$ cat src/rtl/i4002_ram_x.sv
// ---------------------------------------------------------------------------
// i4002_ram_x -- parametrised 4002-style RAM / output-port chip.
//
// The block tracks the 8-phase MCS-4 machine cycle from sync. It decodes SRC
// and I/O instructions seen on the shared 4-bit bus, and serves:
//   - main characters (16 per register),
//   - status characters (4 per register),
//   - an output port.
// The bus is split into in / out / enable so several instances can be merged
// onto one bus by the surrounding top level.
//
// Parameters
//   METAL_OPT  chip-select high bit (metal option)
//   NUM_REGS   implemented registers, 1..4
//   OUT_WIDTH  implemented output-port bits, 1..4
//
// Ports
//   cp2       clock, one rising edge per machine-cycle phase
//   reset     synchronous, active-high
//   sync      high during X3; the next phase is A1
//   cm        memory control line for this bank
//   p0        hard-wired chip-select low bit
//   data_in   bus value sampled on each edge
//   data_out  bus value, valid while data_oe is high
//   data_oe   bus drive enable (high only during X2 of a read)
//   out       output port
// ---------------------------------------------------------------------------
module i4002_ram_x #(
  parameter int METAL_OPT = 0,
  parameter int NUM_REGS  = 4,
  parameter int OUT_WIDTH = 4
) (
  input  logic                 cp2,
  input  logic                 reset,
  input  logic                 sync,
  input  logic                 cm,
  input  logic                 p0,
  input  logic [3:0]           data_in,
  output logic [3:0]           data_out,
  output logic                 data_oe,
  output logic [OUT_WIDTH-1:0] out
);

  localparam logic [2:0] PH_A1 = 3'd0;
  localparam logic [2:0] PH_M1 = 3'd3;
  localparam logic [2:0] PH_M2 = 3'd4;
  localparam logic [2:0] PH_X1 = 3'd5;
  localparam logic [2:0] PH_X2 = 3'd6;
  localparam logic [2:0] PH_X3 = 3'd7;

  localparam logic       METAL_BIT  = 1'(METAL_OPT);
  localparam logic [2:0] NUM_REGS_W = 3'(NUM_REGS);

  logic [2:0]           ph_reg;
  logic                 locked_reg;
  logic [3:0]           opr_reg;
  logic [3:0]           opa_reg;
  logic                 io_cm_reg;
  logic                 sel_reg;
  logic [1:0]           reg_ptr_reg;
  logic [3:0]           chr_ptr_reg;
  logic [OUT_WIDTH-1:0] out_reg;
  logic [3:0]           data_out_reg;
  logic                 data_oe_reg;

  // Per-register read ports; unimplemented registers read as zero.
  logic [3:0] mem_rd  [4];
  logic [3:0] stat_rd [4];

  logic       is_src;
  logic       io_active;
  logic       chip_match;
  logic       at_x1;
  logic       at_x2;
  logic       wr_main;
  logic       wr_stat;
  logic       wr_out;
  logic       rd_req;
  logic [3:0] rd_val;

  always_comb begin
    is_src     = (opr_reg == 4'b0010) && opa_reg[0];
    io_active  = locked_reg && (opr_reg == 4'b1110) && io_cm_reg && sel_reg;
    chip_match = (data_in[3:2] == {METAL_BIT, p0}) &&
                 ({1'b0, data_in[1:0]} < NUM_REGS_W);
    // A sync landing on X1/X2 aborts the cycle, so it must not act there.
    at_x1      = locked_reg && (ph_reg == PH_X1) && !sync;
    at_x2      = locked_reg && (ph_reg == PH_X2) && !sync;
    wr_main    = io_active && at_x2 && (opa_reg == 4'b0000);
    wr_out     = io_active && at_x2 && (opa_reg == 4'b0001);
    wr_stat    = io_active && at_x2 && (opa_reg[3:2] == 2'b01);
    // SBM/RDM/ADM (1000, 1001, 1011) and RD0-3 (11nn). 1010 (RDR) is not ours.
    rd_req     = io_active && at_x1 &&
                 ((opa_reg == 4'b1000) || (opa_reg == 4'b1001) ||
                  (opa_reg == 4'b1011) || (opa_reg[3:2] == 2'b11));
    rd_val     = opa_reg[2] ? stat_rd[reg_ptr_reg] : mem_rd[reg_ptr_reg];
  end

  // Phase tracking, instruction latches, selection and bus drive.
  always_ff @(posedge cp2) begin
    if (reset) begin
      ph_reg       <= PH_X3;
      locked_reg   <= 1'b0;
      opr_reg      <= '0;
      opa_reg      <= '0;
      io_cm_reg    <= 1'b0;
      sel_reg      <= 1'b0;
      reg_ptr_reg  <= '0;
      chr_ptr_reg  <= '0;
      out_reg      <= '0;
      data_out_reg <= '0;
      data_oe_reg  <= 1'b0;
    end else begin
      data_oe_reg <= 1'b0;

      if (sync) begin
        ph_reg     <= PH_A1;
        locked_reg <= 1'b1;
        // An early sync throws away whatever was half-decoded.
        if (ph_reg != PH_X3) begin
          opr_reg   <= '0;
          opa_reg   <= '0;
          io_cm_reg <= 1'b0;
        end
      end else begin
        ph_reg <= ph_reg + 3'd1;
        if (locked_reg && (ph_reg == PH_M1)) begin
          opr_reg <= data_in;
        end
        if (locked_reg && (ph_reg == PH_M2)) begin
          opa_reg   <= data_in;
          io_cm_reg <= cm;
        end
      end

      // SRC: chip/register address in X2, character address in X3.
      if (at_x2 && is_src && cm) begin
        sel_reg     <= chip_match;
        reg_ptr_reg <= data_in[1:0];
      end
      // sel_reg here already reflects this SRC's X2 decision.
      if (locked_reg && (ph_reg == PH_X3) && is_src && cm && sel_reg) begin
        chr_ptr_reg <= data_in;
      end

      if (rd_req) begin
        data_oe_reg  <= 1'b1;
        data_out_reg <= rd_val;
      end

      if (wr_out) begin
        out_reg <= data_in[OUT_WIDTH-1:0];
      end
    end
  end

  // One storage block per implemented register.
  genvar gi;
  generate
    for (gi = 0; gi < 4; gi++) begin : g_reg
      if (gi < NUM_REGS) begin : g_impl
        logic [3:0] main_mem [16];
        logic [3:0] stat_mem [4];

        always_ff @(posedge cp2) begin
          if (reset) begin
            for (int i = 0; i < 16; i++) main_mem[i] <= '0;
            for (int i = 0; i < 4; i++)  stat_mem[i] <= '0;
          end else begin
            if (wr_main && (reg_ptr_reg == 2'(gi))) begin
              main_mem[chr_ptr_reg] <= data_in;
            end
            if (wr_stat && (reg_ptr_reg == 2'(gi))) begin
              stat_mem[opa_reg[1:0]] <= data_in;
            end
          end
        end

        assign mem_rd[gi]  = main_mem[chr_ptr_reg];
        assign stat_rd[gi] = stat_mem[opa_reg[1:0]];
      end else begin : g_absent
        assign mem_rd[gi]  = 4'h0;
        assign stat_rd[gi] = 4'h0;
      end
    end
  endgenerate

  assign data_out = data_out_reg;
  assign data_oe  = data_oe_reg;
  assign out      = out_reg;

endmodule

$ cat config.mk
export PLATFORM = sky130hd
export DESIGN_NAME = i4002_ram_x
export DESIGN_NICKNAME = d
export VERILOG_FILES = /design/src/rtl/i4002_ram_x.sv
export SDC_FILE = /design/constraint.sdc
export NUM_CORES = 1
export LEC_CHECK = 0
export CORE_AREA = 3 3 166 168
export CTS_CLUSTER_SIZE = 24
export DETAILED_ROUTE_END_ITERATION = 6
export DIE_AREA = 0 0 169 171
export PLACE_DENSITY = 0.9
export SLEW_MARGIN = 20
export SYNTH_ARGS = -nofsm -noshare
export SYNTH_HDL_FRONTEND = slang
export SYNTH_SLANG_ARGS = --single-unit
export TNS_END_PERCENT = 50
$ cat constraint.sdc
create_clock -name cp2 -period 2.3 [get_ports cp2]
set_input_delay 0.46 -clock cp2 [delete_from_list [all_inputs] [get_ports cp2]]
set_output_delay 0.46 -clock cp2 [all_outputs]
set_load 0.1 [all_outputs]
==> reports/qor.tcl <==
set qor(outcome) {complete, but fails checks}
set qor(failing_checks) {design-rule violations}
set qor(slew_headroom_pct) 46.6
set qor(peak_supply_drop_uv) 628
set qor(routed_wire_length_per_instance_um) 26.2
set qor(number_of_diodes_added_for_antenna_fixing) 0
set qor(die_area_mm2) 0.0289
set qor(cts_max_level) 2
set qor(most-common-layout-cells) {337 x nor2_1, 320 x edfxtp_1, 116 x nand2_1}
set qor(avgSynthCellArea_um2) 12.5
set qor(track_usage_pct) 31.1
set qor(critical_path.startpoint_type) {flop}
set qor(portBuffers) 17
set qor(drt_first_iter_violations) 2300
set qor(die_y_um) 171
set qor(worst_ep_required_time_ns) 2.69
set qor(core-area_mm2) 0.0261
set qor(crit_slowest_cell) {mux4_2}
set qor(seq_area_frac_synth_pct) 63.1
set qor(edff_count_synth) 320
set qor(netlist_top_cells_area) {edfxtp_1 59%, nor2_1 7.8%, mux4_2 7.2%}
set qor(holdCritStartpoint) {opr_reg[2]}
set qor(holdBufCountCts) 0
set qor(pwr_density_cell_mw_per_mm2) 736
set qor(antenna_violating_nets_post_route) 0
set qor(drt_wl_total_mm) 45.2
set qor(r2r_cells) 6
set qor(commonest_non_fill_non_tap_cell_in_the_layout) {nor2_1}
set qor(initial_antenna_violation_count) 0
set qor(clk_transition_reported_paths_ns) 0.06
set qor(critical_path.max_fanout) 26
set qor(tightest_slew_ns) 0.799
set qor(period_share_pct) 99.8
set qor(timing.max_cap.violations) 0
set qor(yosysTopAreaCell) {edfxtp_1}
set qor(rrSetupSlack_ns) 0.004
set qor(largest-register) {g.g_impl.main_mem}
set qor(worstPathBufferInverterCount) 1
set qor(synth.net_count) 1326
set qor(pre_cts_ws_ns) -0.319
set qor(clock.fmax_mhz) 436
set qor(clock_sinks) 355
set qor(min-delay-path-class) {reg2reg}
set qor(fp-row-count) 59
set qor(global_route.overflow_total) 0
set qor(crit_cells) 6
set qor(routed-via-count) 11900
set qor(hold_viol) 0
set qor(async_flop_share_pct) 0
set qor(drt-vias-per-instance) 6.88
set qor(die_width_um) 169
set qor(groute.layer.met3.usage_pct) 9.13
set qor(grt_util_met2_pct) 50.1
set qor(sequential_standard_cell_area_mm2) 0.0103
set qor(clkLatencyLatePin_ns) 0.53
set qor(nFillCells) 1527
set qor(fin_worst_skew_ns) 0.0196
set qor(cts_tree) {yes}
set qor(final-setup-viol-count) 0
set qor(critPathKind) {reg2reg}
set qor(holdPathStages) 2
set qor(yosysWarnings) 0
set qor(arrival_time_of_data_at_the_critical_path_endpoint_ns) 2.68
set qor(grt_start_max_net_pins) 65
set qor(firstDrtPassIters) 7
set qor(flip_flop_count_of_the_largest_register_after_layout) 256
set qor(finalNetCount) 1376
set qor(finalCriticalPeriod_ns) 2.30
set qor(grt.met1_usage_pct) 39.1
set qor(netlist-cell-type-count) 54
set qor(floorplan.initialDensity_pct) 62.7
set qor(p_leak_nw) 6.17
set qor(critical_path.cell_chain) {buf_12 > mux4_2 > or3_1 > and3_1 > nor4_2 > a21oi_1}
set qor(final_layout_size_suffix_gt1_share_pct) 17.1
set qor(setup_slack_ns) 0.00441
set qor(critical-path-max-stage-delay_ns) 0.58
set qor(grt_pass1_vias) 11700
set qor(critical-path-top-delay-family) {simple AND/OR/NAND/NOR gates}
set qor(synth_register_bits) 355
set qor(syn2layout_area_growth_pct) 13.3
set qor(yosys.area.top_type_share_pct) 58.8
set qor(cts.root.buffer_cell) {clkbuf_16}
set qor(route.detailed.drc) 4
set qor(post_cts.repair.setup_buffers) 0
set qor(clock_path_buffers) 3
set qor(final_core_util_pct) 71.1
set qor(syn_area_mm2) 0.0163
set qor(grt_busiest_layer) {met2}
set qor(synthCells) 1311
set qor(cts-buffers-inserted) 36
set qor(hpwlAfterDp_mm) 29.7
set qor(multi_input_comb_area_mm2) 0.00558
set qor(wire_length_of_the_first_global_routing_pass_mm) 67.8
set qor(crit_path_end_kind) {flop}
set qor(finalMaxSlewViolations) 0
set qor(synth_ff_type) {edfxtp_1}
set qor(reg.largest.list) {g.g_impl.main_mem: 256 flops, g.g_impl.stat_mem: 64 flops}
set qor(number_of_top_level_pins) 18
set qor(gp_congestion) 1.00
-- per-stage QoR --
step	cell area, µm²	setup TNS [ns]	cells	total power [mW]	hold slack (ns)
2_1_floorplan	16300	0	1311	7.80	0.444
3_3_place_gp	17300	-77.33	1658	8.00	0.453
3_5_place_dp	17300	-99.13	1658	8.04	0.472
4_1_cts	18400	0	1724	13.6	0.480
5_1_grt	18500	-0.323	1724	14.0	0.499
6_report	18500	0	1724	13.6	0.482
-- kinds of logic after synthesis --
kind of cell | synth area share, %
buffers and inverters | 3.41
AND/OR/NAND/NOR | 14.6
AO/OA/AOI/OAI | 6.73
adder cells (fa/ha/maj) | 0.459
XOR/XNOR | 0.0536
flip-flops | 63.1
multiplexers | 11.7
-- worst min-delay path, delay by kind of cell (launching register included) --
kind,cells,cell delay [ns]
AO/OA/AOI/OAI,1,0.05
flip-flops,1,0.32
AND/OR/NAND/NOR,1,0.06
-- power by group --
group          switching (mW)  internal (mW)  total, mW  leakage [nW]
clock                    2.36           3.33       5.69         0.566
combinational           0.329          0.195      0.524          2.28
sequential              0.125           7.30       7.43          3.32
total                    2.81           10.8       13.6          6.17
-- worst paths after layout --
kind | to
max | data_out[2]
min | opr_reg[2]
max reg2reg | data_out[2]
min reg2reg | opr_reg[2]
-- cell type report --
class,count,share of cell area (%)
multi-input cells,849,30.1
inverters,9,0.182
well taps,335,2.26
repair buffers,110,5.54
clock inverters,15,0.729
flip-flops and latches,355,55.7
clock buffers,51,5.49
-- synth_stat cells (all sizes together) (2+ instances only) --
library cell    n
a21o           65
a21oi          12
a221oi          8
a22oi          27
a31oi           2
and2            3
and3           21
buf            55
clkbuf         43
clkinv          2
dfxtp          35
edfxtp        320
ha              6
inv             7
mux2i          74
mux4           52
nand2         120
nand2b          9
nand3          27
nand4           7
nor2          341
nor2b           7
nor3           17
nor4            3
o2111ai         6
o211ai          6
o21ai          20
o31ai           4
o32ai           2
or3             2
-- what timing repair did --
action                     CTS  global route
gates resized for setup      0            17
setup endpoints to repair    0           256
hold endpoints to repair     0             0
-- layer usage --
| metal | vias up | wire length (µm) |
|---|---|---|
| met4 | 0 | 2990 |
| met2 | 1122 | 20800 |
| met3 | 259 | 6910 |
| met5 | - | 0 |
| li1 | 4881 | - |
| met1 | 5593 | 14500 |
Power figures use the tool's default switching activity.
